File: config.mk
export PLATFORM = sky130hd
export DESIGN_NAME = character2_motion_ctrl
export DESIGN_NICKNAME = d
export VERILOG_FILES = /design/src/rtl/character2_motion_ctrl.sv
export SDC_FILE = /design/constraint.sdc
export NUM_CORES = 1
export LEC_CHECK = 0
export ABC_AREA = 0
export BUFFER_PORTS_ARGS = -buffer_cell sky130_fd_sc_hd__buf_2
export CAP_MARGIN = 20
export CORE_ASPECT_RATIO = 1.25
export CORE_MARGIN = 4
export CORE_UTILIZATION = 58
export DETAILED_ROUTE_END_ITERATION = 7
export PLACE_DENSITY = 0.81
export REMOVE_ABC_BUFFERS = 1
export SYNTH_ARGS = -nofsm -noshare
export SYNTH_HDL_FRONTEND = slang
export SYNTH_SLANG_ARGS = --single-unit
export TNS_END_PERCENT = 100
File: constraint.sdc
create_clock -name vga_clk -period 3.1 [get_ports vga_clk]
set_input_delay 0.155 -clock vga_clk [delete_from_list [all_inputs] [get_ports vga_clk]]
set_output_delay 0.155 -clock vga_clk [all_outputs]
set_load 0.01 [all_outputs]
File: src/rtl/character2_motion_ctrl.sv
// rtl/character2_motion_ctrl.sv - per-frame walk/jump/gravity sequencer for the player-2 sprite
// Optional airborne double jump enabled by defining CHAR2_DOUBLE_JUMP_EN.
module character2_motion_ctrl #(
    parameter int CHAR_WIDTH = 40,
    parameter int X_MIN      = 0,
    parameter int X_MAX      = 640,
    parameter int Y_MIN      = 0,
    parameter int GROUND_Y   = 380,
    parameter int START_X    = 500,
    parameter int WALK_STEP  = 2,
    parameter int JUMP_VEL   = 12,
    parameter int GRAVITY    = 1,
    parameter int MAX_FALL   = 12
) (
    input  logic              vga_clk,
    input  logic              reset_n,
    input  logic              vsync,
    input  logic              key_left,
    input  logic              key_right,
    input  logic              key_jump,
    input  logic              freeze,
    input  logic              spawn,
    output logic [9:0]        CharX,
    output logic [9:0]        CharY,
    output logic signed [5:0] vel_y,
    output logic [1:0]        state,
    output logic              facing_left
);

    typedef enum logic [1:0] {
        ST_GROUNDED = 2'd0,
        ST_RISING   = 2'd1,
        ST_FALLING  = 2'd2
    } state_t;

    localparam logic signed [10:0] L_STEP   = 11'(WALK_STEP);
    localparam logic signed [10:0] L_X_LO   = 11'(X_MIN);
    localparam logic signed [10:0] L_X_HI   = 11'(X_MAX - CHAR_WIDTH);
    localparam logic signed [10:0] L_Y_LO   = 11'(Y_MIN);
    localparam logic signed [10:0] L_GROUND = 11'(GROUND_Y);
    localparam logic signed [5:0]  L_JUMP   = 6'(-JUMP_VEL);
    localparam logic signed [5:0]  L_GRAV   = 6'(GRAVITY);
    localparam logic signed [5:0]  L_MAXF   = 6'(MAX_FALL);

    state_t            r_state, w_state_nxt;
    logic [9:0]        r_x, r_y, w_x_nxt, w_y_nxt;
    logic signed [5:0] r_vel, w_vel_nxt, w_vel_inc;
    logic              r_facing, w_facing_nxt;
    logic              r_vs_q, r_jump_prev, w_jump_prev_nxt;
    logic              w_tick, w_jump_edge, w_dj_nxt, w_dj_avail;
    logic signed [10:0] w_x_calc, w_y_calc;

`ifdef CHAR2_DOUBLE_JUMP_EN
    logic r_dj_used;
    assign w_dj_avail = ~r_dj_used;
`else
    assign w_dj_avail = 1'b0;
`endif

    assign w_tick      = r_vs_q & ~vsync;
    assign w_jump_edge = key_jump & ~r_jump_prev;
    assign w_vel_inc   = (r_vel + L_GRAV > L_MAXF) ? L_MAXF : r_vel + L_GRAV;
    assign w_y_calc    = $signed({1'b0, r_y}) + {{5{r_vel[5]}}, r_vel};

    always_ff @(posedge vga_clk or negedge reset_n) begin
        if (!reset_n) begin
            r_state     <= ST_GROUNDED;
            r_x         <= 10'(START_X);
            r_y         <= 10'(GROUND_Y);
            r_vel       <= '0;
            r_facing    <= 1'b1;
            r_vs_q      <= 1'b1;
            r_jump_prev <= 1'b0;
`ifdef CHAR2_DOUBLE_JUMP_EN
            r_dj_used   <= 1'b0;
`endif
        end else begin
            r_state     <= w_state_nxt;
            r_x         <= w_x_nxt;
            r_y         <= w_y_nxt;
            r_vel       <= w_vel_nxt;
            r_facing    <= w_facing_nxt;
            r_vs_q      <= vsync;
            r_jump_prev <= w_jump_prev_nxt;
`ifdef CHAR2_DOUBLE_JUMP_EN
            r_dj_used   <= w_dj_nxt;
`endif
        end
    end

    always_comb begin
        w_state_nxt     = r_state;
        w_x_nxt         = r_x;
        w_y_nxt         = r_y;
        w_vel_nxt       = r_vel;
        w_facing_nxt    = r_facing;
        w_jump_prev_nxt = r_jump_prev;
        w_dj_nxt        = ~w_dj_avail;
        w_x_calc        = $signed({1'b0, r_x});
        if (spawn) begin
            w_state_nxt     = ST_GROUNDED;
            w_x_nxt         = 10'(START_X);
            w_y_nxt         = 10'(GROUND_Y);
            w_vel_nxt       = '0;
            w_facing_nxt    = 1'b1;
            w_jump_prev_nxt = 1'b0;
            w_dj_nxt        = 1'b0;
        end else if (freeze) begin
            // Track the key while paused so releasing freeze never fires a stale jump.
            if (w_tick) w_jump_prev_nxt = key_jump;
        end else if (w_tick) begin
            w_jump_prev_nxt = key_jump;
            if (key_left && !key_right) begin
                w_x_calc     = $signed({1'b0, r_x}) - L_STEP;
                w_facing_nxt = 1'b1;
            end else if (key_right && !key_left) begin
                w_x_calc     = $signed({1'b0, r_x}) + L_STEP;
                w_facing_nxt = 1'b0;
            end
            if (w_x_calc < L_X_LO)      w_x_nxt = L_X_LO[9:0];
            else if (w_x_calc > L_X_HI) w_x_nxt = L_X_HI[9:0];
            else                        w_x_nxt = w_x_calc[9:0];

            if (r_state == ST_GROUNDED) begin
                if (w_jump_edge) begin
                    w_vel_nxt   = L_JUMP;
                    w_state_nxt = ST_RISING;
                end
            end else if (w_jump_edge && w_dj_avail) begin
                w_vel_nxt   = L_JUMP;
                w_state_nxt = ST_RISING;
                w_dj_nxt    = 1'b1;
            end else if (w_y_calc >= L_GROUND) begin
                w_y_nxt     = L_GROUND[9:0];
                w_vel_nxt   = '0;
                w_state_nxt = ST_GROUNDED;
                w_dj_nxt    = 1'b0;
            end else if (w_y_calc < L_Y_LO) begin
                w_y_nxt     = L_Y_LO[9:0];
                w_vel_nxt   = '0;
                w_state_nxt = ST_FALLING;
            end else begin
                w_y_nxt     = w_y_calc[9:0];
                w_vel_nxt   = w_vel_inc;
                w_state_nxt = w_vel_inc[5] ? ST_RISING : ST_FALLING;
            end
        end
    end

    assign CharX       = r_x;
    assign CharY       = r_y;
    assign vel_y       = r_vel;
    assign state       = r_state;
    assign facing_left = r_facing;

endmodule
==> key figures, run 1 <==
Place
  – Placement Setup Slack: roughly 0.24 ns
  – Post-DP HPWL: 4510 um
  – Routability congestion estimate: roughly 0.84
  – Port-buffer cells: 35

Routing
  – DRC violations left: 0
  – Via density per instance: 6.28
  – Vias post-DR: 2,341
  – Final WL: 6010 um
  – Drt pass-1 iters: 5
  – Routed WL per cell: around 16 um
  – DRT antenna net count: 0
  – DRT iter0 DRCs: 92

Global route
  – Number of global-route vias before repair: 2,262
  – Largest net degree at the start of global routing: 30
  – GRT Overall Usage: 24.5%
  – First-pass GRT wire length: 10,400 um
  – Grt total ovfl: 0
  – Initial antenna violation count: 0

STA
  – Headroom to the max-slew limit: a little under three fifths
  – WHS: 0.132 ns
  – Final worst slack: approximately 0.26 ns
  – Post-route clock period utilization: 91.6%
  – Fmax: 352 MHz
  – Setup_tns: 0 ns
  – Final hold violations: 0
  – Setup repair after global routing missed its margin: false
  – Final-report setup violation count: 0
  – Least-Margin Pin Slew: 0.648 ns
  – Period minus WS final: 2.84 ns
  – Layout Skew: 0.00636 ns
  – Max Slew Vio Count: 0

CTS
  – CTS Buf Count: 5
  – Reg clk slew, reported paths: 0.06 ns
  – Clk Latency, worst-skew pair: around 0.28 ns
  – CTS max path bufs: 2
  – Post-CTS Setup Bufs: 0
  – Clock Sink Count: 29
  – CTS tree: done
  – Clock tree root buffer cell: clkbuf_8
  – Htree depth: 2

Die
  – Width of the chip: 66.9 um
  – Die Span Y: 81.7 um
  – IO Pins: 37
  – Die area: 0.00547 mm2
  – Initial Util: between 60% and 70%
  – Core ar.: about 0.0041 mm2
  – Row cnt: 26

Logic synthesis
  – Post-synth top area cell: dfrtp_1
  – Seq cells post-synth: 29
  – Area contributors post-synth: dfrtp_1, dfstp_2, ha_1
  – Commonest cells in the netlist: nor2_1, a21oi_1, nand2_1
  – Synth cell types: 75
  – Synthesis warning total: 0
  – EDFF count, synth: 0
  – Count leader, synth: nor2_1
  – Top FF cell, synth: dfrtp_1
  – Mapped Avg Cell Area: 8.80 um2
  – Post-synthesis cell count: 286
  – Top-area cell type share of the netlist area: 14.9%
  – Register area share after synthesis: 29.5%
  – Post-Syn Area: 0.00252 mm2
  – Async set or reset register ratio after synthesis: 100%

Critical path
  – Req. time, crit path: about 3.3 ns
  – Worst r2r dst: vel_y[4]
  – Worst setup path startpoint: vel_y[0]
  – Flop2flop setup slack: 0.26 ns
  – Worst r2r path cells: 9
  – FF-to-FF Start: vel_y[0]
  – CP Class: reg -> reg
  – Setup crit start kind: register
  – Worst-path fanout max: 9
  – CP arrival: between 3 and 4 ns
  – Setup crit end kind: register

Final layout
  – Ant diodes: 0
  – Share of cells above drive strength 1: 26.8%
  – Fillers: 363
  – NumNets Final: 340
  – FF/Latch Area: 743 um2
  – Area Overhead vs Synth: 12.5%
  – Area of the multi-input gates: roughly 0.0017 mm2

Min path
  – Hold Crit Depth: 3
  – Worst min-delay path class: in -> reg
  – Hold Crit Endpoint: r_jump_prev
  – HP Start: key_jump

Pwr
  – Max IR drop VDD: between 0.0006 and 0.0007 V
  – Leakage: between 1 and 1.5 nW
  – Power Dens Cells: 677 mW/mm2

Status
  – Status: finished clean

Flow run
  – Max cap viols: 0
[cells in the final DEF (no fill, tap or decap), drive strengths merged, types with 3 or more instances in the layout]
master,n
a22o,6
ha,14
nor4,4
nor2,25
a22oi,4
nand3,12
nor3,7
dfrtp,15
nand2,21
nand2b,4
xnor2,6
o221a,5
buf,41
xor2,5
a211oi,5
a21o,6
o211ai,7
o31ai,3
mux2i,3
a21oi,23
dfstp,14
inv,5
and2,4
nand4,4
o21ai,19
clkbuf,7
[per-layer routing]
metal | up-vias | GRT usage [%] | share of wire, %
li1 | 1158 | - | -
met1 | 1114 | 28.1 | 40
met2 | 57 | 44.4 | 53
met3 | 12 | 4.38 | 4.3
met4 | 0 | 10.1 | 2.3
met5 | - | 0 | 0
[registers in the layout (all words and copies together) (netlist names)]
name / cells
facing_left: 1
r_vs_q: 1
CharY: 10
r_jump_prev: 1
CharX: 9
state: 2
vel_y: 5
[stage by stage]
step,std cells,total power [W],cell area (um2),util [%]
final,373,0.00192,2830,68.6
after global routing,373,0.00208,2830,68.6
after CTS,373,0.00192,2830,68.4
after detailed placement,364,0.00159,2720,65.9
after global placement,364,0.00156,2720,65.9
after floorplan,267,0.00129,2430,-
[power by group]
group / switching, W / internal, W
clock network: 0.000139 / 0.000176
logic: 0.000667 / 0.000459
registers: 0.0000512 / 0.000425
total: 0.000857 / 0.00106
[how the worst max path moves through the flow]
stage | end | slack, ns
floorplan | vel_y[2] | 0.42
global placement | vel_y[2] | 0.35
detailed placement | vel_y[2] | 0.24
CTS | vel_y[4] | 0.15
global route | vel_y[4] | 0.04
finish | vel_y[4] | 0.26
[worst max-delay path, stage by stage (launching register included)]
cell      delay (ns)
dfrtp_1         0.47
ha_1            0.27
fa_1            0.44
a211oi_2        0.27
o21ai_0         0.13
nand2_1         0.13
xor2_1          0.31
o21ai_0         0.15
nor3_1          0.38
a221o_1         0.22
[kinds of logic (layout without fill, tap and decap cells)]
family	after synthesis	after routing	share of synthesized area [%]
DFF	29	29	29.5
xor gates and xnor gates	11	11	3.83
adders and majority gates	15	15	7.75
and+or+nand+nor	101	101	22.4
buffers and inverters	24	55	4.17
other	1	1	0.149
muxes	4	4	1.64
AOI/OAI and AO/OA	101	101	30.5
[area by class of cell]
type	count	share of cell area [%]
Clock buffer	7	3.05
Inverter	5	0.663
Multi-Input combinational cell	233	59.1
Sequential cell	29	26.2
Tap cell	56	2.47
Timing Repair Buffer	43	8.48
[what timing repair did]
item	CTS	global route
hold buffers	2	0
endpoints found under the hold margin	16	0
resized for setup	0	1
endpoints found under the setup margin	0	4
Note: power is estimated with default switching activity, not from simulation.
==> inputs of run 2 (changes only) <==
--- a/config.mk
+++ b/config.mk
@@ -12,7 +12,7 @@
 export CORE_MARGIN = 4
 export CORE_UTILIZATION = 58
 export DETAILED_ROUTE_END_ITERATION = 7
-export PLACE_DENSITY = 0.81
+export PLACE_DENSITY = 0.87
 export REMOVE_ABC_BUFFERS = 1
 export SYNTH_ARGS = -nofsm -noshare
 export SYNTH_HDL_FRONTEND = slang
==> key figures, run 2 (synthesis gave the netlist of run 1 again) <==
Final layout
  – Share of cells above drive strength 1: 26.7% (-0.084 points)
  – Ant diodes: 0 (unchanged)
  – Area of the multi-input gates: 0.00167 mm2 (unchanged)
  – FF/Latch Area: 743 um2 (unchanged)
  – Fillers: 352 (-3.0%)
  – NumNets Final: 340 (unchanged)
  – Most common cell after layout, fill and taps aside: buf_2
  – Fin area: 0.00284 mm2 (+0.13%)
  – Max FFs per register: 10 (unchanged)
  – Area Overhead vs Synth: 12.7%
  – Commonest cells after routing, fill and taps aside: buf_2, nor2_1, a21oi_1

Global route
  – Largest net degree at the start of global routing: 30 (unchanged)
  – First-pass GRT wire length: 10,900 um (+5.5%)
  – Initial antenna violation count: 0 (unchanged)
  – GRT Overall Usage: 26.0% (+1.5 points)
  – Number of global-route vias before repair: 2,313 (+2.3%)
  – Grt total ovfl: 0 (unchanged)

Critical path
  – Flop2flop setup slack: 0.20 ns (-0.06 ns)
  – Crit-path slowest cell: dfrtp_1
  – Worst-path cell chain: ha_1 -> fa_1 -> a211oi_2 -> o21ai_0 -> nand2_1 -> xor2_1 -> o21ai_0 -> nor3_1 -> a221o_1
  – Worst-path fanout max: 9 (unchanged)
  – CP arrival: 3.12 ns (+0.06 ns)
  – CP Class: reg -> reg
  – Worst setup path startpoint: vel_y[0]
  – CP delay by family, top: compound AO/OA/AOI/OAI gates
  – Max incr delay on CP: 0.47 ns (about the same)
  – Setup crit start kind: register
  – Bufs and invs on worst path: 0 (unchanged)
  – Worst r2r path cells: 9 (unchanged)
  – Setup crit end kind: register
  – FF-to-FF Start: vel_y[0]
  – Most frequent cell on the critical path: o21ai_0
  – Req. time, crit path: 3.32 ns (about the same)
  – Worst r2r dst: vel_y[2]

Pwr
  – Leakage: 1.22 nW (+0.17%)
  – Max IR drop VDD: 0.000580 V (-11%)
  – Sequential share of power: 24.2% (-0.6 points)
  – Psw: 0.000895 W (+4.4%)
  – Clock Power Share: 16.8% (+0.4 points)
  – Logic gate share of total power: 59.0% (+0.3 points)
  – Power Dens Cells: 690 mW/mm2 (+1.9%)
  – Sw frac: 45.8% (+1.0 points)
  – Internal power: 0.00106 W (about the same)

Routing
  – DRT iter0 DRCs: 185 (+100%)
  – Drt pass-1 iters: 4 (-1)
  – Final WL: 6530 um (+8.7%)
  – Vias post-DR: 2,412 (+3.0%)
  – DRC violations left: 0 (unchanged)
  – Via density per instance: 6.45 (+2.8%)
  – Routed WL per cell: 17.5 um (+8.4%)
  – DRT antenna net count: 0 (unchanged)

CTS
  – CTS Buf Count: 5 (unchanged)
  – CTS max path bufs: 2 (unchanged)
  – CTS tree: done
  – Htree depth: 2 (unchanged)
  – Clock Sink Count: 29 (unchanged)
  – Clock tree root buffer cell: clkbuf_8
  – Post-CTS Setup Bufs: 0 (unchanged)
  – Clk Latency, worst-skew pair: 0.29 ns (about the same)
  – Reg clk slew, reported paths: 0.07 ns (about the same)

Flow run
  – Max cap viols: 0 (unchanged)

STA
  – Least-Margin Pin Slew: 0.680 ns (+0.0320 ns)
  – Fmax: 345 MHz (-1.9%)
  – Setup_tns: 0 ns (unchanged)
  – Max Slew Vio Count: 0 (unchanged)
  – Final-report setup violation count: 0 (unchanged)
  – Final hold violations: 0 (unchanged)
  – Headroom to the max-slew limit: 54.7% (-2.1 points)
  – Setup repair after global routing missed its margin: false
  – Period minus WS final: 2.90 ns (+0.0554 ns)
  – Layout Skew: 0.00694 ns (+0.000575 ns)
  – Post-route clock period utilization: 93.4% (+1.8 points)

Die
  – IO Pins: 37 (unchanged)
  – Core ar.: 0.00413 mm2 (unchanged)
  – Die area: 0.00547 mm2 (unchanged)
  – Row cnt: 26 (unchanged)
  – Die Span Y: 81.7 um (unchanged)
  – Initial Util: 60.9% (unchanged)
  – Width of the chip: 66.9 um (unchanged)

Place
  – Routability congestion estimate: 0.871 (+3.4%)
  – Dpl cell area: 0.00272 mm2 (unchanged)
  – Port-buffer cells: 35 (unchanged)
  – Post-DP HPWL: 4940 um (+9.4%)

Status
  – Status: finished clean

Min path
  – Hold Crit Endpoint: r_jump_prev
  – Hold Crit Depth: 3 (unchanged)
  – HP Start: key_jump
  – Worst min-delay path class: in -> reg
run 2: layout make-up:
cell class                      count  share of cell area [%]
Timing Repair Buffer               43                    8.47
Tap cell                           56                    2.47
Sequential cell                    29                    26.2
Multi-Input combinational cell    233                    59.0
Clock buffer                        8                    3.18
Inverter                            5                   0.662
run 2: how the worst max path moves through the flow:
stage          endpoint  slack [ns]  cells after the start
2_1_floorplan  vel_y[2]        0.42                      9
4_1_cts        vel_y[2]        0.16                      9
3_5_place_dp   vel_y[2]        0.19                      9
3_3_place_gp   vel_y[4]        0.33                      9
6_report       vel_y[2]        0.20                      9
5_1_grt        vel_y[2]       0.005                      9
run 2: routing by layer:
| layer | vias to the layer above | GRT usage, % | wire (um) |
|---|---|---|---|
| met3 | 15 | 4.92 | 353 |
| met2 | 82 | 47.7 | 3490 |
| met4 | 0 | 10.3 | 160 |
| met1 | 1160 | 29.2 | 2520 |
| li1 | 1155 | - | - |
| met5 | - | 0 | 0 |
run 2: metrics by stage:
step | hold slack, ns | util, % | instances | worst slack, ns | total power [W]
4_1_cts | 0.161 | 68.5 | 374 | 0.164 | 0.00194
6_report | 0.159 | 68.7 | 374 | 0.204 | 0.00196
3_3_place_gp | 0.200 | 65.9 | 364 | 0.335 | 0.00155
2_1_floorplan | -0.141 | - | 267 | 0.421 | 0.00129
3_5_place_dp | 0.219 | 65.9 | 364 | 0.195 | 0.00160
5_1_grt | 0.177 | 68.7 | 374 | 0.00527 | 0.00209
run 2: power by group through the flow:
stage,combinational (W),sequential (W),clock (W)
2_1_floorplan,0.000774,0.000516,0
3_3_place_gp,0.00107,0.000476,0
3_5_place_dp,0.00112,0.000479,0
4_1_cts,0.00113,0.000473,0.000335
5_1_grt,0.00126,0.000480,0.000352
6_report,0.00115,0.000474,0.000328
run 2: timing repair:
item	in CTS	in global routing
endpoints found under the setup margin	0	5
resized for setup	0	1
endpoints found under the hold margin	16	0
hold buffers	2	0
run 2: worst reg2reg max path: cells and delay by family (launching register included):
kind            cells  cell delay [ns]
flops               1             0.47
fa+ha+maj           2             0.73
xor+xnor            1             0.34
compound gates      4             0.81
simple gates        2             0.47
==> inputs of run 3 (changes only) <==
--- a/config.mk
+++ b/config.mk
@@ -6,7 +6,7 @@
 export NUM_CORES = 1
 export LEC_CHECK = 0
 export ABC_AREA = 0
-export BUFFER_PORTS_ARGS = -buffer_cell sky130_fd_sc_hd__buf_2
+export BUFFER_PORTS_ARGS = -buffer_cell sky130_fd_sc_hd__clkbuf_2
 export CAP_MARGIN = 20
 export CORE_ASPECT_RATIO = 1.25
 export CORE_MARGIN = 4
==> key figures, run 3 (synthesis gave the netlist of run 1 again) <==
Global route
  – First-pass GRT wire length: 10,400 um (-5.2%)
  – Grt total ovfl: 0 (unchanged)
  – GRT Overall Usage: 24.7% (-1.3 points)
  – Number of global-route vias before repair: 2,321 (+0.35%)
  – Initial antenna violation count: 0 (unchanged)
  – Largest net degree at the start of global routing: 30 (unchanged)

Critical path
  – Worst-path cell chain: ha_1 -> fa_1 -> a211oi_2 -> o21ai_0 -> nand2_1 -> xor2_1 -> o21ai_0 -> nor3_1 -> a221o_1
  – Worst-path fanout max: 9 (unchanged)
  – Most frequent cell on the critical path: o21ai_0
  – Req. time, crit path: 3.32 ns (about the same)
  – Setup crit end kind: register
  – Worst r2r path cells: 9 (unchanged)
  – Worst r2r dst: vel_y[4]
  – Max incr delay on CP: 0.47 ns (about the same)
  – CP arrival: 3.03 ns (-0.09 ns)
  – Flop2flop setup slack: 0.29 ns (+0.09 ns)
  – Worst setup path startpoint: vel_y[0]
  – Critical path capture point: vel_y[4]
  – FF-to-FF Start: vel_y[0]
  – Setup crit start kind: register
  – Crit-path slowest cell: dfrtp_1
  – CP Class: reg -> reg

Routing
  – Drt pass-1 iters: 4 (unchanged)
  – DRT iter0 DRCs: 127 (-31%)
  – Via density per instance: 6.36 (-1.5%)
  – DRC violations left: 0 (unchanged)
  – Final WL: 6110 um (-6.3%)
  – Routed WL per cell: 16.3 um (-6.3%)
  – Vias post-DR: 2,377 (-1.5%)
  – DRT antenna net count: 0 (unchanged)

Pwr
  – Clock Power Share: 20.2% (+3.4 points)
  – Logic gate share of total power: 56.1% (-2.9 points)
  – Power Dens Cells: 703 mW/mm2 (+1.9%)
  – Internal power: 0.00114 W (+7.5%)
  – Psw: 0.000871 W (-2.7%)
  – Sequential share of power: 23.7% (-0.5 points)
  – Sw frac: 43.3% (-2.5 points)
  – Leakage: 1.24 nW (+1.7%)
  – Final Power: 0.00201 W (+2.8%)
  – Max IR drop VDD: 0.000639 V (+10%)

Die
  – Core ar.: 0.00413 mm2 (unchanged)
  – Die Span Y: 81.7 um (unchanged)
  – IO Pins: 37 (unchanged)
  – Initial Util: 60.9% (unchanged)
  – Width of the chip: 66.9 um (unchanged)
  – Row cnt: 26 (unchanged)
  – Die area: 0.00547 mm2 (unchanged)

Final layout
  – Max FFs per register: 10 (unchanged)
  – Fin area: 0.00286 mm2 (+0.93%)
  – Share of cells above drive strength 1: 27.0% (+0.31 points)
  – NumNets Final: 340 (unchanged)
  – Most common cell after layout, fill and taps aside: clkbuf_2
  – Area Overhead vs Synth: 13.7%
  – Ant diodes: 0 (unchanged)
  – Commonest cells after routing, fill and taps aside: clkbuf_2, nor2_1, a21oi_1

CTS
  – Post-CTS Setup Bufs: 0 (unchanged)
  – Htree depth: 2 (unchanged)
  – CTS max path bufs: 2 (unchanged)
  – Clock tree root buffer cell: clkbuf_8
  – Reg clk slew, reported paths: 0.07 ns (about the same)
  – CTS Buf Count: 5 (unchanged)
  – Clock Sink Count: 29 (unchanged)
  – Clk Latency, worst-skew pair: 0.28 ns (about the same)
  – CTS tree: done

STA
  – Fmax: 356 MHz (+3.1%)
  – Period minus WS final: 2.81 ns (-0.0858 ns)
  – Max Slew Vio Count: 0 (unchanged)
  – WHS: 0.168 ns (+0.00970 ns)
  – Setup_tns: 0 ns (unchanged)
  – Least-Margin Pin Slew: 0.715 ns (+0.0349 ns)
  – Final-report setup violation count: 0 (unchanged)
  – Setup repair after global routing missed its margin: false
  – Layout Skew: 0.00620 ns (-0.000735 ns)
  – Post-route clock period utilization: 90.6% (-2.8 points)
  – Final hold violations: 0 (unchanged)
  – Headroom to the max-slew limit: 52.4% (-2.3 points)

Status
  – Status: finished clean

Min path
  – Worst min-delay path class: in -> reg

Place
  – Routability congestion estimate: 0.872 (+0.15%)
  – Port-buffer cells: 35 (unchanged)
  – Dpl cell area: 0.00272 mm2 (unchanged)
  – Post-DP HPWL: 4690 um (-5.1%)

Flow run
  – Max cap viols: 0 (unchanged)
-- run 3: how the worst min path moves through the flow --
stage	to	startpoint	slack, ns	cells past startpoint
after floorplan	CharX[1]	reset_n	-0.14	0
after global placement	CharX[3]	reset_n	0.22	1
after detailed placement	CharX[3]	reset_n	0.25	1
after CTS	r_jump_prev	key_jump	0.17	3
after global routing	r_jump_prev	key_jump	0.20	3
final	r_jump_prev	key_jump	0.17	3
-- run 3: cell type report --
type | instances | area, um2
clock buffer | 7 | 86.3
sequential | 29 | 743
fill | 344 | 1270
multi-input combinational | 233 | 1670
inverter | 5 | 18.8
clock inverter | 1 | 30.0
tap | 56 | 70.1
timing repair buffer | 43 | 240
-- run 3: worst max-delay path, delay by kind of cell, from the launching register on --
family          cells  cell delay, ns
compound gates      4            0.80
fa+ha+maj           2            0.70
flops               1            0.47
simple gates        2            0.44
xor+xnor            1            0.32
-- run 3: power by group through the flow --
stage / sequential [W] / clock, W / combinational, W
after floorplan: 0.000516 / 0 / 0.000774
after global placement: 0.000477 / 0 / 0.00107
after detailed placement: 0.000481 / 0 / 0.00111
after CTS: 0.000476 / 0.000414 / 0.00111
after global routing: 0.000482 / 0.000434 / 0.00125
final: 0.000477 / 0.000407 / 0.00113
-- run 3: stage by stage --
| stage | cells | worst slack (ns) | util [%] |
|---|---|---|---|
| finish | 374 | 0.290 | 69.3 |
| global route | 374 | 0.0378 | 69.3 |
| CTS | 374 | 0.201 | 69.2 |
| detailed placement | 364 | 0.211 | 65.9 |
| global placement | 364 | 0.334 | 65.9 |
| floorplan | 267 | 0.421 | - |
-- run 3: routing by layer --
metal  part of all wire (%)  up-vias  track usage, %
met5                      0        -               0
met4                    2.9        0            12.4
met3                    5.1       17            4.51
met2                     54       70            46.4
met1                     38     1137            25.8
li1                       -     1153               -
-- run 3: repair_timing --
item	in CTS	in global routing
resized for setup	0	1
hold endpoints to repair	16	0
setup endpoints to repair	0	5
hold buffers	2	0
